===== config.mk =====
export PLATFORM = sky130hd
export DESIGN_NAME = memory_access_stage
export DESIGN_NICKNAME = d
export VERILOG_FILES = /design/src/rtl/riscv_pkg.sv /design/src/rtl/mw_pipe_reg.sv /design/src/rtl/memory_access_stage.sv
export SDC_FILE = /design/constraint.sdc
export NUM_CORES = 1
export LEC_CHECK = 0
export BUFFER_PORTS_ARGS = -buffer_cell sky130_fd_sc_hd__buf_2
export CORE_MARGIN = 5
export CORE_UTILIZATION = 40
export DETAILED_ROUTE_END_ITERATION = 6
export GPL_TIMING_DRIVEN = 1
export HOLD_SLACK_MARGIN = 0.02
export PLACE_DENSITY = 0.85
export SETUP_SLACK_MARGIN = 0.3
export SYNTH_ARGS = -nofsm -noshare
export SYNTH_HDL_FRONTEND = slang
export SYNTH_SLANG_ARGS = --single-unit

===== constraint.sdc =====
create_clock -name clk -period 3 [get_ports clk]
set_clock_uncertainty 0.15 [all_clocks]
set_input_delay 0.45 -clock clk [delete_from_list [all_inputs] [get_ports clk]]
set_output_delay 0.45 -clock clk [all_outputs]
set_load 0.02 [all_outputs]

===== src/rtl/riscv_pkg.sv =====
// riscv_pkg: definitions shared by the memory stage and its M/W register.
//   XLEN        - datapath width
//   REG_ADDR_W  - register-file address width
//   ST_IDLE/ST_BUSY - memory-stage FSM state encoding
//   word_aligned()  - true when the low two address bits are zero
package riscv_pkg;

    localparam int XLEN       = 32;
    localparam int REG_ADDR_W = 5;

    localparam logic [0:0] ST_IDLE = 1'b0;
    localparam logic [0:0] ST_BUSY = 1'b1;

    function automatic logic word_aligned(input logic [1:0] addr_lo);
        return (addr_lo == 2'b00);
    endfunction

endpackage


===== src/rtl/mw_pipe_reg.sv =====
// mw_pipe_reg: M/W pipeline register. Every falling edge it captures either
// the op fields presented on its inputs (load_op=1) or a bubble (all zero).
// Synchronous active-low reset, sampled on the falling edge.
// Ports:
//   clk, rst                 - clock (falling edge) and active-low sync reset
//   load_op                  - 1 = capture op fields, 0 = capture bubble
//   *_in                     - op fields from the memory stage
//   RegWriteW .. RdW         - registered writeback-stage fields
module mw_pipe_reg
    import riscv_pkg::*;
(
    input  logic                  clk,
    input  logic                  rst,
    input  logic                  load_op,
    input  logic                  reg_write_in,
    input  logic                  result_src_in,
    input  logic [XLEN-1:0]       read_data_in,
    input  logic [XLEN-1:0]       alu_result_in,
    input  logic [XLEN-1:0]       pc_plus4_in,
    input  logic [REG_ADDR_W-1:0] rd_in,
    output logic                  RegWriteW,
    output logic                  ResultSrcW,
    output logic [XLEN-1:0]       ReadDataW,
    output logic [XLEN-1:0]       ALUResultW,
    output logic [XLEN-1:0]       PCPlus4W,
    output logic [REG_ADDR_W-1:0] RdW
);

    logic                  reg_write_q,  reg_write_d;
    logic                  result_src_q, result_src_d;
    logic [XLEN-1:0]       read_data_q,  read_data_d;
    logic [XLEN-1:0]       alu_result_q, alu_result_d;
    logic [XLEN-1:0]       pc_plus4_q,   pc_plus4_d;
    logic [REG_ADDR_W-1:0] rd_q,         rd_d;

    always_comb begin
        reg_write_d  = 1'b0;
        result_src_d = 1'b0;
        read_data_d  = '0;
        alu_result_d = '0;
        pc_plus4_d   = '0;
        rd_d         = '0;
        if (load_op) begin
            reg_write_d  = reg_write_in;
            result_src_d = result_src_in;
            read_data_d  = read_data_in;
            alu_result_d = alu_result_in;
            pc_plus4_d   = pc_plus4_in;
            rd_d         = rd_in;
        end
    end

    always_ff @(negedge clk) begin
        if (!rst) begin
            reg_write_q  <= 1'b0;
            result_src_q <= 1'b0;
            read_data_q  <= '0;
            alu_result_q <= '0;
            pc_plus4_q   <= '0;
            rd_q         <= '0;
        end else begin
            reg_write_q  <= reg_write_d;
            result_src_q <= result_src_d;
            read_data_q  <= read_data_d;
            alu_result_q <= alu_result_d;
            pc_plus4_q   <= pc_plus4_d;
            rd_q         <= rd_d;
        end
    end

    assign RegWriteW  = reg_write_q;
    assign ResultSrcW = result_src_q;
    assign ReadDataW  = read_data_q;
    assign ALUResultW = alu_result_q;
    assign PCPlus4W   = pc_plus4_q;
    assign RdW        = rd_q;

endmodule


===== src/rtl/memory_access_stage.sv =====
// memory_access_stage: M stage of the 5-stage RISC-V pipeline. Issues word
// loads/stores on a req/ack data-memory port, stalls upstream while an
// access is outstanding, and feeds the M/W register (mw_pipe_reg).
// All state updates on the falling edge of clk; rst is synchronous active-low.
// Optional build macro MEM_TIMEOUT_EN: abort an access after TIMEOUT_CYCLES
// BUSY cycles without dmem_ack and pulse bus_err (tied 0 otherwise).
// Ports:
//   M-stage inputs : RegWriteM, ResultSrcM, MemWriteM, ALUResultM,
//                    WriteDataM, RdM, PCPlus4M
//   stall_M        : combinational hold for fetch/decode/execute
//   dmem_*         : registered request fields, dmem_ack/dmem_rdata inputs
//   W outputs      : RegWriteW, ResultSrcW, ReadDataW, ALUResultW, PCPlus4W, RdW
//   misalign_err   : registered pulse, misaligned access dropped
//   bus_err        : pulse during the cycle a timeout abort is taken
//
// state   | meaning
// --------+------------------------------------------------------------
// IDLE    | no access outstanding; ALU ops flow through, memops issue
// BUSY    | request on the bus; W holds a bubble until ack (or timeout)
module memory_access_stage
    import riscv_pkg::*;
#(
    parameter int TIMEOUT_CYCLES = 16
) (
    input  logic                  clk,
    input  logic                  rst,
    input  logic                  RegWriteM,
    input  logic                  ResultSrcM,
    input  logic                  MemWriteM,
    input  logic [XLEN-1:0]       ALUResultM,
    input  logic [XLEN-1:0]       WriteDataM,
    input  logic [REG_ADDR_W-1:0] RdM,
    input  logic [XLEN-1:0]       PCPlus4M,
    output logic                  stall_M,
    output logic                  dmem_req,
    output logic                  dmem_we,
    output logic [XLEN-1:0]       dmem_addr,
    output logic [XLEN-1:0]       dmem_wdata,
    input  logic                  dmem_ack,
    input  logic [XLEN-1:0]       dmem_rdata,
    output logic                  RegWriteW,
    output logic                  ResultSrcW,
    output logic [XLEN-1:0]       ReadDataW,
    output logic [XLEN-1:0]       ALUResultW,
    output logic [XLEN-1:0]       PCPlus4W,
    output logic [REG_ADDR_W-1:0] RdW,
    output logic                  misalign_err,
    output logic                  bus_err
);

    logic [0:0]      state_q, state_d;
    logic            dmem_req_q, dmem_req_d;
    logic            dmem_we_q, dmem_we_d;
    logic [XLEN-1:0] dmem_addr_q, dmem_addr_d;
    logic [XLEN-1:0] dmem_wdata_q, dmem_wdata_d;
    logic            misalign_err_q, misalign_err_d;

    logic            memop;
    logic            aligned;
    logic            timeout_hit;
    logic            w_load;
    logic [XLEN-1:0] w_read_data;

    assign memop   = ResultSrcM | MemWriteM;
    assign aligned = word_aligned(ALUResultM[1:0]);

`ifdef MEM_TIMEOUT_EN
    localparam int CNT_W = ($clog2(TIMEOUT_CYCLES) > 5) ? $clog2(TIMEOUT_CYCLES) : 5;

    logic [CNT_W-1:0] tmo_cnt_q, tmo_cnt_d;

    // Held at zero while IDLE, so it is already clear on BUSY entry.
    always_comb begin
        tmo_cnt_d = tmo_cnt_q;
        if (state_q == ST_IDLE) begin
            tmo_cnt_d = '0;
        end else if (!dmem_ack) begin
            tmo_cnt_d = tmo_cnt_q + CNT_W'(1);
        end
    end

    always_ff @(negedge clk) begin
        if (!rst) begin
            tmo_cnt_q <= '0;
        end else begin
            tmo_cnt_q <= tmo_cnt_d;
        end
    end

    // An ack in the same cycle takes priority over the abort.
    assign timeout_hit = (state_q == ST_BUSY) && !dmem_ack &&
                         (tmo_cnt_q == CNT_W'(TIMEOUT_CYCLES - 1));
    assign bus_err     = timeout_hit & rst;
`else
    assign timeout_hit = 1'b0;
    assign bus_err     = 1'b0;
`endif

    always_comb begin
        state_d        = state_q;
        dmem_req_d     = dmem_req_q;
        dmem_we_d      = dmem_we_q;
        dmem_addr_d    = dmem_addr_q;
        dmem_wdata_d   = dmem_wdata_q;
        misalign_err_d = 1'b0;
        w_load         = 1'b0;
        case (state_q)
            ST_IDLE: begin
                if (!memop) begin
                    w_load = 1'b1;
                end else if (!aligned) begin
                    misalign_err_d = 1'b1;
                end else begin
                    state_d      = ST_BUSY;
                    dmem_req_d   = 1'b1;
                    dmem_we_d    = MemWriteM;
                    dmem_addr_d  = {ALUResultM[XLEN-1:2], 2'b00};
                    dmem_wdata_d = WriteDataM;
                end
            end
            ST_BUSY: begin
                // M inputs are still the accepted op because stall_M held them.
                if (dmem_ack) begin
                    w_load     = 1'b1;
                    dmem_req_d = 1'b0;
                    state_d    = ST_IDLE;
                end else if (timeout_hit) begin
                    dmem_req_d = 1'b0;
                    state_d    = ST_IDLE;
                end
            end
            default: begin
                state_d    = ST_IDLE;
                dmem_req_d = 1'b0;
            end
        endcase
    end

    always_ff @(negedge clk) begin
        if (!rst) begin
            state_q        <= ST_IDLE;
            dmem_req_q     <= 1'b0;
            dmem_we_q      <= 1'b0;
            dmem_addr_q    <= '0;
            dmem_wdata_q   <= '0;
            misalign_err_q <= 1'b0;
        end else begin
            state_q        <= state_d;
            dmem_req_q     <= dmem_req_d;
            dmem_we_q      <= dmem_we_d;
            dmem_addr_q    <= dmem_addr_d;
            dmem_wdata_q   <= dmem_wdata_d;
            misalign_err_q <= misalign_err_d;
        end
    end

    assign stall_M = ((state_q == ST_IDLE) && memop && aligned) ||
                     ((state_q == ST_BUSY) && !dmem_ack && !timeout_hit);

    // Memory data reaches W only for a completing load; ALU ops and stores get 0.
    assign w_read_data = ((state_q == ST_BUSY) && ResultSrcM) ? dmem_rdata : '0;

    assign dmem_req     = dmem_req_q;
    assign dmem_we      = dmem_we_q;
    assign dmem_addr    = dmem_addr_q;
    assign dmem_wdata   = dmem_wdata_q;
    assign misalign_err = misalign_err_q;

    mw_pipe_reg u_mw_pipe_reg (
        .clk           (clk),
        .rst           (rst),
        .load_op       (w_load),
        .reg_write_in  (RegWriteM),
        .result_src_in (ResultSrcM),
        .read_data_in  (w_read_data),
        .alu_result_in (ALUResultM),
        .pc_plus4_in   (PCPlus4M),
        .rd_in         (RdM),
        .RegWriteW     (RegWriteW),
        .ResultSrcW    (ResultSrcW),
        .ReadDataW     (ReadDataW),
        .ALUResultW    (ALUResultW),
        .PCPlus4W      (PCPlus4W),
        .RdW           (RdW)
    );

endmodule


# Word-level counts from Yosys, hierarchy flattened
# Cells that the tools add are included.
# op_classes
eq_ne	3
mux	12
bitwise_logic	4
n_reduce_logical	12
# op_table
op	count
two-way mux 1 bit	9
AND reduction 3 bit	3
!= test 2 bit, second input constant	3
one-hot mux 1 bit (2 select lines)	3
logical AND 1 bit	4
inverter 1 bit	3
OR reduction 3 bit	1
zero test 2 bit	1
AND reduction 2 bit	1
zero test 1 bit	1
logical OR 1 bit	1
bitwise OR 1 bit	1
# word_totals
register_bits	169
in_bits	139

# Longest topological paths before layout
# logic_depth
ltp_word	4
depth_mapped	5
ltp_nobuf	3

# By module
# Synthesis repeated with hierarchy kept, for this count alone.
# hier_totals
hier_cells	559
hier_area_um2	5780.5
# by_module_without_submodules
module	n_inst	cells_each	area_each_um2	seq_area_each_um2
memory_access_stage	1	330	2902.8	1321.3
mw_pipe_reg	1	229	2877.8	2062.0

==> flow_metrics.env <==
export IMPL_outcome="complete, but fails checks"
export IMPL_violations="setup timing"
export IMPL_via_count=5875
export IMPL_worstReg2RegStart="state_q"
export IMPL_syn2layout_area_growth_pct=99.44
export IMPL_cts_buffer_depth=2
export IMPL_async_flop_share_pct=0
export IMPL_rsz0062_at_grt="true"
export IMPL_firstDrtPassIters=5
export IMPL_drive_gt1_share_pct=61.72
export IMPL_cts_clk_slew_worst_paths_ns=0.04
export IMPL_cts_tree="done"
export IMPL_powerDensity_nw_per_um2=600.5
export IMPL_rr_worst_depth=8
export IMPL_placed_area_um2=7308
export IMPL_yosys_warnings=0
export IMPL_reg2reg_to="u_mw_pipe_reg.ALUResultW[31]"
export IMPL_vias_per_cell=4.753
export IMPL_htreeDepth=4
export IMPL_cp_arrival_ns=2.94
export IMPL_final_cells=1236
export IMPL_insertion_delay_ns=0.44
export IMPL_synth_edff_count=0
export IMPL_antenna_found_initial=2
export IMPL_drt_drc_violations_left=0
export IMPL_synth_cells=509
export IMPL_reg2reg_setup_slack_ns=1.04
export IMPL_num_rows=42
export IMPL_wl_um=24650
export IMPL_wl_per_cell_um=19.94
export IMPL_initial_core_util_pct=40.77
export IMPL_port_buffers=307
export IMPL_place_inst=986
export IMPL_grt_pass1_wl_um=33950
export IMPL_track_usage_pct=27.22
export IMPL_fp_dieW_um=126.2
export IMPL_synth_seq_area_share_pct=62.67
export IMPL_coreArea_um2=13240
export IMPL_stdcell_area_um2=10770
export IMPL_whs_ns=0.3170
export IMPL_end_kind="output pin"
export IMPL_ioPinCount=311
export IMPL_cts_root_buf="clkbuf_16"
export IMPL_crit_type="reg -> out"
export IMPL_setup_slack_ns=-0.5416
export IMPL_avgSynthCellArea_um2=10.61
export IMPL_synth_cell_type_count=20
export IMPL_required_ns=2.40
export IMPL_clock_sinks=169
export IMPL_drv_slew=0
export IMPL_pre_cts_ws_ns=-0.2570
export IMPL_power_total_mw=6.467
export IMPL_worst_setup_path_start_kind="flip-flop"
export IMPL_hold_depth=2
export IMPL_final_setup_tns_ns=-1.902
export IMPL_grt_max_degree=48
export IMPL_netlist_area_um2=5399
export IMPL_synth_seq_cells=169
export IMPL_die_area_um2=15920
export IMPL_synth_ff_type="dfxtp_1"
export IMPL_hpwl_um=11440
export IMPL_hold_class="reg -> reg"
export IMPL_die_height_um=126.2
export IMPL_maxCapViolations=0
export IMPL_crit_fanout=3
export IMPL_power_leakage_nw=5.604
export IMPL_drt_initial_drc_count=370
export IMPL_hold_viol=0
export IMPL_grt_overflow_total=0
export IMPL_setup_viol=63
export IMPL_final_util_pct=81.31
export IMPL_netlist_top_cells_area="dfxtp_1 63%, and2_1 12%, mux2i_1 12%"
export IMPL_hold_path_startpoint="dmem_wdata[28]"
export IMPL_place_gp_congestion=0.7922
export IMPL_cts_made_buffers=17
export IMPL_irDropWorstVdd_v=0.0003674
export IMPL_synthDominantCellAreaShare_pct=62.67
export IMPL_hold_end="dmem_wdata[28]"
export IMPL_grt_pass1_vias=6697
export IMPL_synth_top_area_cell="dfxtp_1"
export IMPL_ant_nets=0
export IMPL_nNetsFinal=1184
export IMPL_fillers=674
==> cell families after synthesis <==
kind of cell	Yosys count	synth area share [%]
other	1	0.06946
AOI/OAI and AO/OA	4	0.7648
DFF	169	62.67
buffers and inverters	35	3.198
muxes	63	11.68
and+or+nand+nor	237	21.62
==> cells in the mapped netlist, drive strengths merged, types with 2 or more instances <==
library cell    n
dfxtp         169
nand2         128
mux2i          63
and2          102
buf            10
clkbuf         24
nor2            2
==> per-layer routing <==
metal  share of wire (%)  GRT usage (%)  vias up  wire (um)
li1                    -              -     2670          -
met1                  34          25.38     2801       8442
met2                  55          48.70      344      13540
met3                 7.3          12.07       60       1803
met4                 3.5          16.40        0        862
met5                   0              0        -          0
==> report_power, final <==
group	switching, mW	total, mW	leakage [nW]	internal (mW)
sequential	0.0536	2.40	1.45	2.35
clock	1.88	3.29	1.18	1.41
combinational	0.350	0.771	2.97	0.421
total	2.29	6.47	5.60	4.18
==> state kept, by name (all words and copies together) (netlist names), 5 cells and up <==
| signal | count |
|---|---|
| u_mw_pipe_reg.ReadDataW | 32 |
| u_mw_pipe_reg.PCPlus4W | 32 |
| u_mw_pipe_reg.ALUResultW | 32 |
| u_mw_pipe_reg.RdW | 5 |
| dmem_wdata | 32 |
| dmem_addr | 30 |
==> final cells by class <==
| cell class | count | area, um^2 | share of cell area, % |
|---|---|---|---|
| antenna | 2 | 5.005 | 0.04648 |
| clock buffer | 17 | 425.4 | 3.951 |
| clock inverter | 184 | 774.5 | 7.193 |
| multi-input combinational | 307 | 2087 | 19.38 |
| sequential | 169 | 3597 | 33.41 |
| tap | 176 | 220.2 | 2.045 |
| timing repair buffer | 381 | 3659 | 33.98 |
==> critical path, stage by stage (launching register included) <==
cell	delay [ns]
dfxtp_4	0.36
nor4_4	0.26
buf_6	0.16
or2_4	0.11
buf_6	0.11
==> placed cells by master (no fill, tap or decap), drive strengths merged <==
cell type	instances
a21boi	1
and2	102
buf	376
clkbuf	22
clkinv	4
clkinvlp	1
conb	3
dfxtp	169
diode	2
inv	179
mux2i	63
nand2	128
nor2	2
nor2b	1
nor3	1
nor4	1
o211a	1
o21a	1
o21ai	1
or2	1
or3	1
==> what timing repair did <==
action	4_1_cts	5_1_grt
hold buffers	0	0
endpoints found under the setup margin	268	304
gates cloned	7	6
pin swaps	2	6
buffers inserted	20	15
resized for setup	559	71
==> worst max path at each step <==
stage               from                    endpoint  slack (ns)
6_report         state_q                     stall_M       -0.54
5_1_grt          state_q                     stall_M       -0.61
4_1_cts          state_q                     stall_M       -0.51
3_5_place_dp   MemWriteM        u_mw_pipe_reg.RdW[2]       -0.26
3_3_place_gp   MemWriteM  u_mw_pipe_reg.PCPlus4W[30]       -0.20
2_1_floorplan    state_q                     stall_M       -0.02
Power figures use the tool's default switching activity.
